--- config.mk ---
export PLATFORM = sky130hd
export DESIGN_NAME = riscv_multi_ctrl
export DESIGN_NICKNAME = d
export VERILOG_FILES = /design/src/rtl/riscv_multi_ctrl.sv
export SDC_FILE = /design/constraint.sdc
export NUM_CORES = 1
export LEC_CHECK = 0
export CAP_MARGIN = 5
export CORE_AREA = 5 5 51 53
export DETAILED_ROUTE_END_ITERATION = 7
export DIE_AREA = 0 0 56 58
export GPL_TIMING_DRIVEN = 0
export PLACE_DENSITY_LB_ADDON = 0.3
export SLEW_MARGIN = 5
export SYNTH_ARGS = -nofsm -noshare
export SYNTH_HDL_FRONTEND = slang
export SYNTH_SLANG_ARGS = --single-unit
--- constraint.sdc ---
create_clock -name clk -period 2.1 [get_ports clk]
set_input_delay 0.63 -clock clk [delete_from_list [all_inputs] [get_ports clk]]
set_output_delay 0.63 -clock clk [all_outputs]
set_load 0.05 [all_outputs]
--- src/rtl/riscv_multi_ctrl.sv ---
// Multicycle RISC-V control FSM: sequences fetch, decode, memory, ALU and
// branch steps and drives datapath mux selects and register/memory strobes.
module riscv_multi_ctrl (
  input  logic       clk,
  input  logic       rst,
  input  logic [6:0] op,
  input  logic [2:0] funct3,
  input  logic       funct7b5,
  input  logic       zero,
  input  logic       neg,
  input  logic       ovf,
  input  logic       carry,
  input  logic       mem_rdy,
  output logic       pc_we,
  output logic       ir_we,
  output logic       adr_src,
  output logic       mem_we,
  output logic       mem_req,
  output logic       reg_we,
  output logic [2:0] imm_src,
  output logic [1:0] alu_src_a,
  output logic [1:0] alu_src_b,
  output logic [3:0] alu_ctrl,
  output logic [1:0] res_src,
  output logic       illegal
);

  localparam logic [3:0] S_FETCH  = 4'd0;
  localparam logic [3:0] S_DECODE = 4'd1;
  localparam logic [3:0] S_MEMADR = 4'd2;
  localparam logic [3:0] S_MEMRD  = 4'd3;
  localparam logic [3:0] S_MEMWB  = 4'd4;
  localparam logic [3:0] S_MEMWR  = 4'd5;
  localparam logic [3:0] S_EXECR  = 4'd6;
  localparam logic [3:0] S_EXECI  = 4'd7;
  localparam logic [3:0] S_EXECU  = 4'd8;
  localparam logic [3:0] S_EXECJR = 4'd9;
  localparam logic [3:0] S_JUMP   = 4'd10;
  localparam logic [3:0] S_BRANCH = 4'd11;
  localparam logic [3:0] S_ALUWB  = 4'd12;

  localparam logic [6:0] OP_LOAD  = 7'b0000011;
  localparam logic [6:0] OP_STORE = 7'b0100011;
  localparam logic [6:0] OP_R     = 7'b0110011;
  localparam logic [6:0] OP_I     = 7'b0010011;
  localparam logic [6:0] OP_LUI   = 7'b0110111;
  localparam logic [6:0] OP_AUIPC = 7'b0010111;
  localparam logic [6:0] OP_JALR  = 7'b1100111;
  localparam logic [6:0] OP_JAL   = 7'b1101111;
  localparam logic [6:0] OP_BR    = 7'b1100011;

  localparam logic [3:0] ALU_ADD  = 4'b0000;
  localparam logic [3:0] ALU_SLL  = 4'b0001;
  localparam logic [3:0] ALU_SLT  = 4'b0010;
  localparam logic [3:0] ALU_SLTU = 4'b0011;
  localparam logic [3:0] ALU_XOR  = 4'b0100;
  localparam logic [3:0] ALU_SRL  = 4'b0101;
  localparam logic [3:0] ALU_OR   = 4'b0110;
  localparam logic [3:0] ALU_AND  = 4'b0111;
  localparam logic [3:0] ALU_SUB  = 4'b1000;
  localparam logic [3:0] ALU_SRA  = 4'b1101;

  localparam logic [2:0] IMM_I = 3'd0;
  localparam logic [2:0] IMM_S = 3'd1;
  localparam logic [2:0] IMM_B = 3'd2;
  localparam logic [2:0] IMM_J = 3'd3;
  localparam logic [2:0] IMM_U = 3'd4;

  logic [3:0] state, next_state;
  logic [3:0] exec_alu;
  logic       br_take, br_ok;
  logic       pc_we_s, ir_we_s, mem_we_s, mem_req_s, reg_we_s, illegal_s;

  always_ff @(posedge clk) begin
    if (rst) state <= S_FETCH;
    else     state <= next_state;
  end

  // funct7b5 means SUB only for register-register ops; addi ignores it
  always_comb begin
    case (funct3)
      3'b000:  exec_alu = (state == S_EXECR && funct7b5) ? ALU_SUB : ALU_ADD;
      3'b001:  exec_alu = ALU_SLL;
      3'b010:  exec_alu = ALU_SLT;
      3'b011:  exec_alu = ALU_SLTU;
      3'b100:  exec_alu = ALU_XOR;
      3'b101:  exec_alu = funct7b5 ? ALU_SRA : ALU_SRL;
      3'b110:  exec_alu = ALU_OR;
      default: exec_alu = ALU_AND;
    endcase
  end

  always_comb begin
    br_ok   = 1'b1;
    br_take = 1'b0;
    case (funct3)
      3'b000:  br_take = zero;
      3'b001:  br_take = ~zero;
      3'b100:  br_take = neg ^ ovf;
      3'b101:  br_take = ~(neg ^ ovf);
      3'b110:  br_take = ~carry;
      3'b111:  br_take = carry;
      default: br_ok   = 1'b0;
    endcase
  end

  always_comb begin
    next_state = state;
    pc_we_s    = 1'b0;
    ir_we_s    = 1'b0;
    mem_we_s   = 1'b0;
    mem_req_s  = 1'b0;
    reg_we_s   = 1'b0;
    illegal_s  = 1'b0;
    adr_src    = 1'b0;
    imm_src    = IMM_I;
    alu_src_a  = 2'd0;
    alu_src_b  = 2'd0;
    alu_ctrl   = ALU_ADD;
    res_src    = 2'd0;
    case (state)
      S_FETCH: begin
        mem_req_s = 1'b1;
        alu_src_b = 2'd2;
        res_src   = 2'd2;
        ir_we_s   = mem_rdy;
        pc_we_s   = mem_rdy;
        if (mem_rdy) next_state = S_DECODE;
      end
      // Branch/jal targets are precomputed here as old_pc + imm
      S_DECODE: begin
        alu_src_a = 2'd1;
        alu_src_b = 2'd1;
        if (op == OP_BR)       imm_src = IMM_B;
        else if (op == OP_JAL) imm_src = IMM_J;
        case (op)
          OP_LOAD, OP_STORE: next_state = S_MEMADR;
          OP_R:              next_state = S_EXECR;
          OP_I:              next_state = S_EXECI;
          OP_LUI, OP_AUIPC:  next_state = S_EXECU;
          OP_JALR:           next_state = S_EXECJR;
          OP_JAL:            next_state = S_JUMP;
          OP_BR:             next_state = S_BRANCH;
          default: begin
            illegal_s  = 1'b1;
            next_state = S_FETCH;
          end
        endcase
      end
      S_MEMADR: begin
        alu_src_a  = 2'd2;
        alu_src_b  = 2'd1;
        imm_src    = (op == OP_STORE) ? IMM_S : IMM_I;
        next_state = (op == OP_STORE) ? S_MEMWR : S_MEMRD;
      end
      S_MEMRD: begin
        mem_req_s = 1'b1;
        adr_src   = 1'b1;
        if (mem_rdy) next_state = S_MEMWB;
      end
      S_MEMWB: begin
        res_src    = 2'd1;
        reg_we_s   = 1'b1;
        next_state = S_FETCH;
      end
      S_MEMWR: begin
        mem_req_s = 1'b1;
        mem_we_s  = 1'b1;
        adr_src   = 1'b1;
        if (mem_rdy) next_state = S_FETCH;
      end
      S_EXECR: begin
        alu_src_a  = 2'd2;
        alu_ctrl   = exec_alu;
        next_state = S_ALUWB;
      end
      S_EXECI: begin
        alu_src_a  = 2'd2;
        alu_src_b  = 2'd1;
        alu_ctrl   = exec_alu;
        next_state = S_ALUWB;
      end
      S_EXECU: begin
        alu_src_a  = (op == OP_LUI) ? 2'd3 : 2'd1;
        alu_src_b  = 2'd1;
        imm_src    = IMM_U;
        next_state = S_ALUWB;
      end
      S_EXECJR: begin
        alu_src_a  = 2'd2;
        alu_src_b  = 2'd1;
        next_state = S_JUMP;
      end
      // PC takes the stored target while the ALU forms the link address
      S_JUMP: begin
        pc_we_s    = 1'b1;
        alu_src_a  = 2'd1;
        alu_src_b  = 2'd2;
        next_state = S_ALUWB;
      end
      S_BRANCH: begin
        alu_src_a  = 2'd2;
        alu_ctrl   = ALU_SUB;
        imm_src    = IMM_B;
        pc_we_s    = br_ok & br_take;
        illegal_s  = ~br_ok;
        next_state = S_FETCH;
      end
      S_ALUWB: begin
        reg_we_s   = 1'b1;
        next_state = S_FETCH;
      end
      default: next_state = S_FETCH;
    endcase
  end

  // Reset silences every strobe even mid-stall
  assign pc_we   = pc_we_s   & ~rst;
  assign ir_we   = ir_we_s   & ~rst;
  assign mem_we  = mem_we_s  & ~rst;
  assign mem_req = mem_req_s & ~rst;
  assign reg_we  = reg_we_s  & ~rst;
  assign illegal = illegal_s & ~rst;

endmodule

==> results by group <==
Yosys
  – Synth cell types: 47
  – Syn avg cell area: 6.60 um2
  – Post-Synth Simple-Gate Area: 0.447
  – Syn_nets: 138
  – Synthesized instance count: 120
  – Synth Area in Adders: 0
  – Synth warn: 0
  – Number of synthesized register bits: 4
  – Sequential-to-total area share from yosys stat: 0.101
  – Post-synthesis compound-gate area fraction: 0.273
  – Mux cell area share after synthesis: 0.0126
  – Largest family of logic cells by synthesized area: simple AND/OR/NAND/NOR gates
  – XOR/XNOR Fraction of Synth Area: 0.0727
  – Syn Std Cell Area: 792 um2

STA
  – Min Tclk post-route: 2420 ps
  – Final setup TNS: -1830 ps
  – Setup-failing EPs final: 12
  – Period utilization: 1.15
  – Clock skew: 13.3 ps
  – Slew at the pin with the worst max-slew slack: 462 ps
  – Final worst setup slack: -324 ps
  – RSZ-0062 raised after global routing: yes
  – Max-slew headroom: 0.692
  – Final Max Tran Viols: 0
  – Fmax: 413 MHz
  – Final Hold Viols: 0
  – Worst hold slack: 786 ps

Cells and area
  – Fillers: 66
  – Top reg by flops: state
  – Largest regs: state: 4 flops
  – Multi-input gate area: 0.00102 mm2
  – # diodes: 0
  – Area delta synth->final: 148%
  – Max reg flops: 4
  – Fin nets: 212
  – Register Area: 92.6 um2
  – Share of cells above drive strength 1: 0.661

Global routing
  – First-pass GRT wire length: 6790 um
  – Total grt overflow: 0
  – Largest net degree at the start of global routing: 11
  – GRT Util Overall: 0.258
  – Vias in the first global route: 1335
  – Initial antenna violation count: 0

Setup path
  – Slowest-stage cell, CP: and4bb_1
  – Critical path required time: 1470 ps
  – Crit-path cells: buf_12 -> and4bb_1 -> buf_6 -> a31oi_4 -> nor2_4 -> o31ai_4 -> buf_6
  – Startpoint types: input pin
  – Top delay family on crit path: buffers and inverters
  – Worst Path Buf+Inv: 3
  – Critical path arrival: 1790 ps
  – Kind of critical path: in -> out
  – Most frequent CP cell: buf_6
  – Crit. End Element: output pin
  – Biggest cell delay along the critical path: 250 ps
  – CP Max Fanout: 6

Place
  – Half-perimeter wire length after placement: 2340 um
  – GPL Wtd Cong: 0.935
  – Port buffer count: 36

Clocking
  – Number of buffers created by CTS: 3
  – CTS Buffer Depth: 2
  – H-tree levels: 1
  – Clock Latency Late Sink: 240 ps
  – Clk slew on worst S/H paths: 30 ps
  – Clock tree sinks: 4
  – TritonCTS clock tree: done
  – CTS root buf: clkbuf_4
  – CTS Hold Buffers Added: 0

Run status
  – Status: finished with violations
  – Failing checks: setup timing

Routing
  – Antenna Nets Post-Route: 0
  – WL final: 5170 um
  – Iter 0 DRT Violations: 85
  – Routed len/inst: 23.5 um
  – Vias post-DR: 1435
  – First drt pass iteration count: 5
  – Drt via density: 6.52
  – DRC: 0

Power
  – Maximum vdd drop: 277 uV
  – Power per cell area: 276 mW/mm2
  – Total power: 0.544 mW
  – Lkg Pwr: 0.856 nW

Floorplanning
  – Initial cell density of the core: 0.376
  – Die Wd: 56 um
  – I/O Pins: 38
  – Rows: 17
  – Die Area: 0.00325 mm2
  – Core area: 0.00211 mm2
  – Die height: 58 um

Hold path
  – Hold Path Class: in -> reg

Job
  – Max-cap violations: 0
==> area by class of cell <==
class,count,share of cell area
timing repair buffer,70,0.327
sequential,4,0.0471
clock buffer,3,0.0115
tap,28,0.0178
inverter,5,0.0115
buffer,10,0.0642
multi-input combinational,100,0.521
==> synth_stat cells, drive strengths merged <==
| cell type | n | area share |
|---|---|---|
| a31oi | 2 | 0.016 |
| and3 | 3 | 0.024 |
| or4b | 2 | 0.025 |
| o221a | 1 | 0.014 |
| nand2b | 3 | 0.024 |
| a211o | 1 | 0.011 |
| nand3 | 1 | 0.0063 |
| o21ai | 5 | 0.032 |
| a2bb2oi | 1 | 0.011 |
| nand4b | 1 | 0.011 |
| nand2 | 11 | 0.052 |
| inv | 5 | 0.024 |
| o32ai | 1 | 0.011 |
| and2b | 2 | 0.021 |
| buf | 8 | 0.055 |
| nor3 | 8 | 0.051 |
| nand4 | 2 | 0.016 |
| and2 | 1 | 0.0079 |
| dfxtp | 4 | 0.10 |
| nor4bb | 1 | 0.013 |
| o41ai | 1 | 0.011 |
| nor4b | 3 | 0.033 |
| clkbuf | 3 | 0.014 |
| o22ai | 2 | 0.016 |
| xnor2 | 4 | 0.044 |
| a22o | 1 | 0.011 |
| xnor3 | 1 | 0.028 |
| a2111oi | 1 | 0.011 |
| o31ai | 2 | 0.019 |
| a21oi | 9 | 0.057 |
| mux2i | 1 | 0.013 |
| and3b | 1 | 0.011 |
| nor2b | 2 | 0.016 |
| o21bai | 1 | 0.0095 |
| a32oi | 1 | 0.011 |
| o211a | 1 | 0.013 |
| or3 | 3 | 0.024 |
| a211oi | 1 | 0.0095 |
| nor3b | 1 | 0.0095 |
| o221ai | 1 | 0.011 |
| nor4 | 4 | 0.032 |
| and4bb | 1 | 0.016 |
| nor2 | 12 | 0.057 |
==> final timing paths <==
check / startpoint / endpoint / slack [ps] / cells past startpoint
min reg2reg: state[2] / state[3] / 860 / 3
min: rst / state[3] / 790 / 3
max reg2reg: state[0] / state[3] / 440 / 5
max: op[6] / illegal / -320 / 7
==> layer usage <==
layer	vias to the layer above	GRT usage	routed length (um)
met5	-	0	0
met4	0	0.142	217
met3	29	0.0423	426
met2	128	0.477	2650
met1	676	0.278	1870
li1	602	-	-
==> worst register-to-register path: stages (launching register included) <==
cell and delay [ps]:
dfxtp_4 380, buf_6 120, buf_4 130, inv_2 60
or4b_1 530, a31oi_1 300
==> through the flow <==
| stage | utilization | setup WS [ps] | instances | area (um2) |
|---|---|---|---|---|
| 2_1_floorplan | - | -398 | 120 | 1010 |
| 3_3_place_gp | 0.670 | -1410 | 184 | 1410 |
| 6_report | 0.934 | -324 | 220 | 1970 |
| 5_1_grt | 0.934 | -371 | 220 | 1970 |
| 3_5_place_dp | 0.670 | -1470 | 184 | 1410 |
| 4_1_cts | 0.843 | -228 | 206 | 1780 |
==> placed cells by master (no fill, tap or decap), types with 2 or more instances in the layout <==
master           count
buf_4               33
buf_6               20
buf_8                8
nand2_1              8
a21oi_1              7
nor2_1               7
buf_2                6
clkbuf_4             5
nor4_4               4
nor2_4               4
and3_1               3
nor3_4               3
nor3_1               3
or3_1                3
dlygate4sd2_1        3
dfxtp_4              3
buf_12               2
and2b_2              2
xnor2_1              2
nand4_1              2
nand2_4              2
clkbuf_8             2
nor2b_1              2
o21ai_2              2
nand2b_1             2
inv_2                2
o21ai_0              2
inv_1                2
nor3_2               2
a21oi_2              2
nor4b_4              2
clkdlybuf4s15_2      2
==> report_power, final <==
| group | total (mW) | leakage (nW) | switching, mW | internal, mW |
|---|---|---|---|---|
| registers | 0.0819 | 0.0352 | 0.00523 | 0.0767 |
| clock network | 0.0989 | 0.0138 | 0.0347 | 0.0641 |
| logic | 0.363 | 0.807 | 0.201 | 0.162 |
==> kinds of logic (layout without fill, tap and decap cells) <==
logic type / after synthesis / count (layout)
AOI/OAI and AO/OA: 32 / 32
muxes: 1 / 1
DFF: 4 / 4
xor gates and xnor gates: 5 / 5
and+or+nand+nor: 62 / 62
buffers and inverters: 16 / 88
==> timing repair <==
item                       in CTS  in global routing
pin swaps                      22                 13
setup buffers                  19                 14
resized for setup             230                 36
cloned                          1                  0
setup endpoints to repair      21                 18
(Power assumes the default switching activity.)
